## src/rtl/mult_pkg.sv

```systemverilog
// Shared types and constants for the sequential shift-and-add multiplier.
package mult_pkg;

  typedef enum logic [1:0] {
    IDLE = 2'd0,
    RUN  = 2'd1,
    FIN  = 2'd2
  } state_t;

  localparam int DEF_WIDTH = 8;

  // Counter must hold values 0..w, hence w+1 distinct codes.
  function automatic int cnt_width(input int w);
    return $clog2(w + 1);
  endfunction

endpackage

```

## src/rtl/seq_mult_core.sv

```systemverilog
// Iterative magnitude multiplier: one multiplier bit per cycle, LSB first, WIDTH cycles after start.
// No backpressure of its own; the product holds once iterations finish until the next start.
module seq_mult_core
  import mult_pkg::*;
#(
  parameter int WIDTH = DEF_WIDTH
) (
  input  logic                 Clk,
  input  logic                 rst_n,
  input  logic                 start,
  input  logic [WIDTH-1:0]     mplier_mag,
  input  logic [WIDTH-1:0]     mcand_mag,
  input  logic                 neg_in,
  output logic                 done,
  output logic [2*WIDTH-1:0]   product
);

  localparam int CW = cnt_width(WIDTH);
  localparam logic [CW-1:0] LAST = CW'(WIDTH - 1);
  localparam logic [CW-1:0] CNT_ONE = CW'(1);
  localparam logic [2*WIDTH-1:0] ACC_ONE = (2*WIDTH)'(1);

  logic [2*WIDTH-1:0] acc;
  logic [WIDTH-1:0]   mcand;
  logic               neg;
  logic               run;
  logic [CW-1:0]      cnt;
  logic [WIDTH:0]     sum;

  // Upper half plus the gated multiplicand; bit WIDTH is the carry that shifts back in.
  always_comb begin
    sum = {1'b0, acc[2*WIDTH-1:WIDTH]} + ({1'b0, mcand} & {(WIDTH+1){acc[0]}});
  end

  always_ff @(posedge Clk or negedge rst_n) begin
    if (!rst_n) begin
      acc   <= '0;
      mcand <= '0;
      neg   <= 1'b0;
      run   <= 1'b0;
      cnt   <= '0;
    end else if (start) begin
      acc   <= {{WIDTH{1'b0}}, mplier_mag};
      mcand <= mcand_mag;
      neg   <= neg_in;
      run   <= 1'b1;
      cnt   <= '0;
    end else if (run) begin
      acc <= {sum, acc[WIDTH-1:1]};
      cnt <= cnt + CNT_ONE;
      if (cnt == LAST) begin
        run <= 1'b0;
      end
    end
  end

  assign done    = run && (cnt == LAST);
  assign product = neg ? (~acc + ACC_ONE) : acc;

endmodule

```

## src/rtl/seq_mult_param.sv

```systemverilog
// Signed/unsigned WIDTHxWIDTH multiplier; result valid WIDTH+1 cycles after accept, one op per WIDTH+2 cycles.
// A full, undrained output buffer holds the FSM in FIN, keeping in_ready low until the consumer takes it.
module seq_mult_param
  import mult_pkg::*;
#(
  parameter int WIDTH = DEF_WIDTH
) (
  input  logic                 Clk,
  input  logic                 rst_n,
  input  logic                 in_valid,
  output logic                 in_ready,
  input  logic                 in_signed,
  input  logic [WIDTH-1:0]     Mplier,
  input  logic [WIDTH-1:0]     Mcand,
  output logic                 out_valid,
  input  logic                 out_ready,
  output logic [2*WIDTH-1:0]   Result,
  output logic                 busy
);

  localparam logic [WIDTH-1:0] OP_ONE = WIDTH'(1);

  state_t               state;
  logic                 accept;
  logic                 load;
  logic                 core_done;
  logic [2*WIDTH-1:0]   core_product;
  logic [WIDTH-1:0]     mplier_mag;
  logic [WIDTH-1:0]     mcand_mag;
  logic                 neg;

  assign accept = in_valid && (state == IDLE);
  assign load   = (state == FIN) && (!out_valid || out_ready);

  // -2^(W-1) negates to itself, which reads correctly as an unsigned magnitude.
  always_comb begin
    mplier_mag = (in_signed && Mplier[WIDTH-1]) ? (~Mplier + OP_ONE) : Mplier;
    mcand_mag  = (in_signed && Mcand[WIDTH-1])  ? (~Mcand + OP_ONE)  : Mcand;
    neg        = in_signed && (Mplier[WIDTH-1] ^ Mcand[WIDTH-1]);
  end

  seq_mult_core #(
    .WIDTH (WIDTH)
  ) u_core (
    .Clk        (Clk),
    .rst_n      (rst_n),
    .start      (accept),
    .mplier_mag (mplier_mag),
    .mcand_mag  (mcand_mag),
    .neg_in     (neg),
    .done       (core_done),
    .product    (core_product)
  );

  always_ff @(posedge Clk or negedge rst_n) begin
    if (!rst_n) begin
      state     <= IDLE;
      out_valid <= 1'b0;
      Result    <= '0;
    end else begin
      case (state)
        IDLE: if (accept)    state <= RUN;
        RUN:  if (core_done) state <= FIN;
        FIN:  if (load)      state <= IDLE;
        default:             state <= IDLE;
      endcase

      // A load wins over a same-cycle drain, so the buffer never bubbles.
      if (load) begin
        Result    <= core_product;
        out_valid <= 1'b1;
      end else if (out_ready) begin
        out_valid <= 1'b0;
      end
    end
  end

  assign in_ready = (state == IDLE);
  assign busy     = (state != IDLE);

endmodule

```

## config.mk

```make
export PLATFORM = sky130hd
export DESIGN_NAME = seq_mult_param
export DESIGN_NICKNAME = d
export VERILOG_FILES = /design/src/rtl/mult_pkg.sv /design/src/rtl/seq_mult_core.sv /design/src/rtl/seq_mult_param.sv
export SDC_FILE = /design/constraint.sdc
export NUM_CORES = 1
export LEC_CHECK = 0
export CORE_ASPECT_RATIO = 0.75
export CORE_MARGIN = 1.5
export CORE_UTILIZATION = 50
export CTS_CLUSTER_DIAMETER = 150
export DETAILED_ROUTE_END_ITERATION = 10
export GPL_ROUTABILITY_DRIVEN = 0
export PLACE_DENSITY = 0.89
export SETUP_SLACK_MARGIN = 0.2
export SLEW_MARGIN = 5
export SYNTH_ARGS = -nofsm -noshare
export SYNTH_HDL_FRONTEND = slang
export SYNTH_SLANG_ARGS = --single-unit
```

## constraint.sdc

```tcl
create_clock -name Clk -period 2.1 [get_ports Clk]
set_input_delay 0.42 -clock Clk [delete_from_list [all_inputs] [get_ports Clk]]
set_output_delay 0.42 -clock Clk [all_outputs]
set_load 0.02 [all_outputs]
```

* Word level (Yosys, flattened, before mapping)
Cells that the tools add are included.
** Word-level totals
- Flip-flop bits (word level) :: 49
** Cells by class
- Muxes and demuxes :: 16
- Bitwise gates (word level) :: 5
- Reductions and logical operators :: 13
- Equal/unequal tests :: 6
- Add/sub/neg operators :: 5
** Operator list (number)
- $mux 16 :: 3
- $add 16x1->16 const B :: 1
- $add 8x1->8 const B :: 2
- $mux 8 :: 2
- $not 16->16 :: 1
- $not 8->8 :: 2
- $add 8x9->9 :: 1
- $and 8x9->9 :: 1
- $mux 4 :: 2
- $logic_and 1x1->1 :: 6
- $mux 2 :: 3
- $pmux 2 s3 :: 1
- $reduce_bool 2->1 :: 3
- $mux 1 :: 5
- $add 4x1->4 const B :: 1
- $eq 4x3->1 const B :: 1
- $ne 2x2->1 const B :: 2
- $reduce_and 3->1 :: 1
- $eq 2x1->1 const B :: 1
- $eq 2x2->1 const B :: 1
- $logic_not 2->1 :: 1
- $ne 2x1->1 const B :: 1
- $logic_not 1->1 :: 1
- $logic_or 1x1->1 :: 1
- $xor 1x1->1 :: 1

* Depth between registers and ports, before layout
Gate-level depths: netlist of the first run.
- Depth in word-level cells :: 5
- Gate-level depth with buffers :: 9
- Mapped depth without buffers :: 8

* By module
From an unflattened synthesis of the first run, not the netlist that was laid out.
** Unflattened totals
- Cells, all modules :: 303
- Area total of the unflattened synthesis :: 3090.5 µm²
** By module, submodules not included
- seq_mult_core :: cells each 209, times used 1, area an instance 1990.7 µm², sequential area each 750.7 µm²
- seq_mult_param :: cells each 94, times used 1, area an instance 1099.8 µm², sequential area each 475.5 µm²

* Least setup slack after synthesis of the first run
Ideal clock, no wire load.
- Path type :: register -> register
- Start point :: register u_core.acc[0]
- End point :: register u_core.acc[15]
- Path slack :: -0.011 ns
- Period minus slack after synthesis :: 2.111 ns
- Library setup time :: 0.143 ns
- Stages on the path, launching flop included :: 10
- Arrival :: 1.968 ns
- Path buffers :: 1
- Path through :: dfrtp_1 -> clkbuf_1 -> and2_1 -> ha_1 -> fa_1 -> a21o_1 -> a211oi_1 -> nor2_1 -> o21ai_0 -> a31oi_1
** On the way
- Cells in the longest elaborated chain, start to end :: 4
** Ends and longest elaborated chain
- start: declaration :: RTL line seq_mult_core.sv:23 : logic [2*WIDTH-1:0] acc;
- start signal: assignment :: RTL line seq_mult_core.sv:43 : acc <= {{WIDTH{1'b0}}, mplier_mag};
- start signal: assignment :: RTL line seq_mult_core.sv:49 : acc <= {sum, acc[WIDTH-1:1]};
- $and 8x9->9 :: RTL line seq_mult_core.sv:32 : sum = {1'b0, acc[2*WIDTH-1:WIDTH]} + ({1'b0, mcand} & {(WIDTH+1){acc[0]}});
- $add 8x9->9 :: RTL line seq_mult_core.sv:32
- $mux 16 :: RTL line seq_mult_core.sv:48 : end else if (run) begin
- $mux 16 :: RTL line seq_mult_core.sv:42 : end else if (start) begin
Every way passes these cells. The select of a mux whose other input is x is not followed.
A chain may end at the register's enable or synchronous reset.

* Final worst setup path of the first run
Same ends and word-level chain as after synthesis.

==> metrics.md, run 1 <==
| Metric | Value |
|---|---|
| Post-route ant nets | `0` |
| Tmin final | `1.99 ns` |
| CTS tree | `built` |
| Hold WC Path Type | `input pin to async pin` |
| Largest net degree at the start of global routing | `33` |
| Max-cap violations | `0` |
| Netlist Area Pre-Place | `0.00292 mm2` |
| DRT Pass-1 Iters | `4` |
| Worst Skew | `~0.011 ns` |
| DP HPWL | `4750 um` |
| Worst-path clk slew | `~0.090 ns` |
| Post-Syn Area per Cell | `approximately 9.2 um2` |
| Fin area | `between 0.003 and 0.004 mm2` |
| Worst-path fanout max | `7` |
| Die W | `91.3 um` |
| Number of synthesized flops with an enable pin | `0` |
| Grt total ovfl | `0` |
| Core Util, Final | `67.2%` |
| Post-placement setup slack | `approximately 0.043 ns` |
| Antenna violations before repair | `0` |
| N_diodes | `0` |
| Number of global-route vias before repair | `2381` |
| Syn_nets | `roughly 350` |
| Post-route setup slack | `0.110 ns` |
| YS warnings | `0` |
| Post-Syn Instances | `319` |
| IO Count | `40` |
| Most frequent cells in the layout | `49 x nand2_1, 48 x dfrtp_1, 37 x o21ai_1` |
| Via count | `around 2400` |
| WP data required | `roughly 2.3 ns` |
| Port Buffer Count | `39` |
| Setup crit end kind | `register` |
| Top cell type's share of synthesized area | `between 40% and 50%` |
| Register area share after synthesis | `a little over two fifths` |
| Final Slew Violations | `0` |
| Cell type with the largest total area after synthesis | `dfrtp_1` |
| Final nets | `approximately 410` |
| Final WL | `about 6500 um` |
| Worst Setup Path Type | `register to register` |
| Hold_ws | `between 0.04 and 0.05 ns` |
| DR iter-0 viols | `131` |
| Measured slew at the worst slew-check pin | `roughly 0.62 ns` |
| WL/cell | `14.4 um` |
| Die area | `between 0.006 and 0.007 mm2` |
| Status | `finished, final reports clean` |
| Ys async rst share | `100%` |
| Final hold viol count | `0` |
| Drt drc | `0` |
| RSZ-0062 raised after global routing | `true` |
| CTS Buffer Depth | `2` |
| Library cells used by synthesis | `42` |
| Chip Height | `69.2 um` |
| Synth-to-layout area growth | `26.4%` |
| Register bit total from synthesis | `approximately 50` |
| Final setup fails | `0` |
| Core Rows | `23` |
| PwrDens | `between 1000 and 1500 mW/mm2` |
| Crit path launch type | `register` |
| Skew-Pair Late Insertion Delay | `0.31 ns` |
| Fmax | `between 0.5 and 0.6 GHz` |
| Top cells by area, synth | `dfrtp_1 42%, nand2_1 6.3%, xor2_1 6.3%, o21ai_1 6.0%, mux2i_1 5.8%` |
| TritonCTS Sinks | `49` |
| Core Region | `around 0.0055 mm2` |
| Cts-stage hold buffer count | `0` |
| Slew headroom | `around 58%` |
| Maximum VDD drop | `835 uV` |
| Clk root buf | `clkbuf_8` |
| First-pass GRT wire length | `approximately 11000 um` |
| GRT Total Usage | `between 20 and 25%` |
| Worst Reg-to-Reg Cells | `8` |
| Arr. time, crit path | `about 2.2 ns` |
| Commonest non-fill, non-tap cell in the layout | `nand2_1` |
| Dominant synthesized flop cell | `dfrtp_1` |
| Post-DR vias/cell | `about 5.4` |
| CTS Buf Count | `5` |
| Placed Area | `0.00346 mm2` |
| Layout cells sized above 1 | `between 10% and 20%` |
| Initial Utilization | `a little over half` |
| H-tree levels | `2` |
| Static Leak | `about 1.7 nW` |
| Final Cycle Share | `a little over nine tenths` |
-- timing repair --
action | 4_1_cts | 5_1_grt
endpoints found under the setup margin | 12 | 9
buffers inserted | 4 | 2
pin swaps | 3 | 4
resized for setup | 10 | 10
-- cell usage after synthesis (all sizes together) (2+ instances only) --
master  number
nand2       49
nor2        25
a21oi        5
nor2b        3
and2         9
nand2b       5
o41ai        2
o21ai       42
dfrtp       49
a211oi       5
xor2        21
clkbuf       9
inv          8
or4          2
nand4b       3
o31ai        6
ha          12
mux2i       17
a31oi        4
xnor2        9
a21o         2
nand3        9
nor3         5
nor3b        2
buf          5
or3          2
-- critical path, stage by stage (launching register included) --
cell and delay, ns:
dfrtp_2 0.47, and2_4 0.17, ha_4 0.17, fa_2 0.34, a21o_1 0.19, a211oi_2 0.24
nor2_2 0.08, o21ai_1 0.12, a31oi_1 0.09
-- metrics by stage --
step | power, W | TNS (ns) | instances
floorplan | 0.00363 | 0 | 319
global placement | 0.00445 | 0 | 435
detailed placement | 0.00460 | 0 | 435
CTS | 0.00538 | 0 | 447
global route | 0.00595 | -0.00679 | 449
finish | 0.00551 | 0 | 449
-- cells by family (layout without fill, tap and decap cells) --
group                    Yosys count  count (layout)  synth area share (%)
AND/OR/NAND/NOR                  120             120                  20.1
XOR/XNOR                          30              30                  8.99
buffers and inverters             22              77                  3.47
AO/OA/AOI/OAI                     68              68                  13.8
adder cells (fa/ha/maj)           13              13                  5.82
flip-flops                        49              49                  42.0
multiplexers                      17              17                  5.82
-- per-layer routing --
| metal | track usage [%] | routed length, um | up-vias |
|---|---|---|---|
| li1 | - | - | 1207 |
| met1 | 29.3 | 3010 | 1159 |
| met2 | 36.1 | 3170 | 47 |
| met3 | 3.40 | 212 | 8 |
| met4 | 6.77 | 74 | 0 |
| met5 | 0 | 0 | - |
-- state kept, by name, summed over array words and instances, names as in the netlist --
| register | cells |
|---|---|
| Result | 16 |
| u_core.acc | 16 |
| u_core.mcand | 8 |
| u_core.cnt | 4 |
| state | 2 |
| out_valid | 1 |
| u_core.neg | 1 |
| u_core.run | 1 |
-- power by group --
group | internal, W | switching, W
sequential | 0.00140 | 0.000483
combinational | 0.00145 | 0.00150
clock | 0.000358 | 0.000315
total | 0.00321 | 0.00230
-- layout make-up --
class	instances	area (um2)
fill	456	1800
multi-input combinational	248	1690
sequential	49	1230
timing repair buffer	61	546
tap	75	93.8
clock buffer	6	72.6
clock inverter	2	38.8
inverter	8	30.0
-- path summary, 6_finish.rpt --
check	endpoint	from	slack, ns
worst max-delay path	u_core.acc[15]	u_core.acc[0]	0.11
worst min-delay path	Result[4]	rst_n	0.04
worst max register to register	u_core.acc[15]	u_core.acc[0]	0.11
worst min register to register	state[0]	state[1]	0.48
max in group asynchronous	u_core.acc[0]	rst_n	1.46
min in group Clk	state[0]	state[1]	0.48
Power figures use the tool's default switching activity.
==> run 2, diff against run 1 <==
Settings changed: SLEW_MARGIN 5 to 20.
==> results of run 2 <==
Final layout, timing and power as in run 1 (identical DEF).
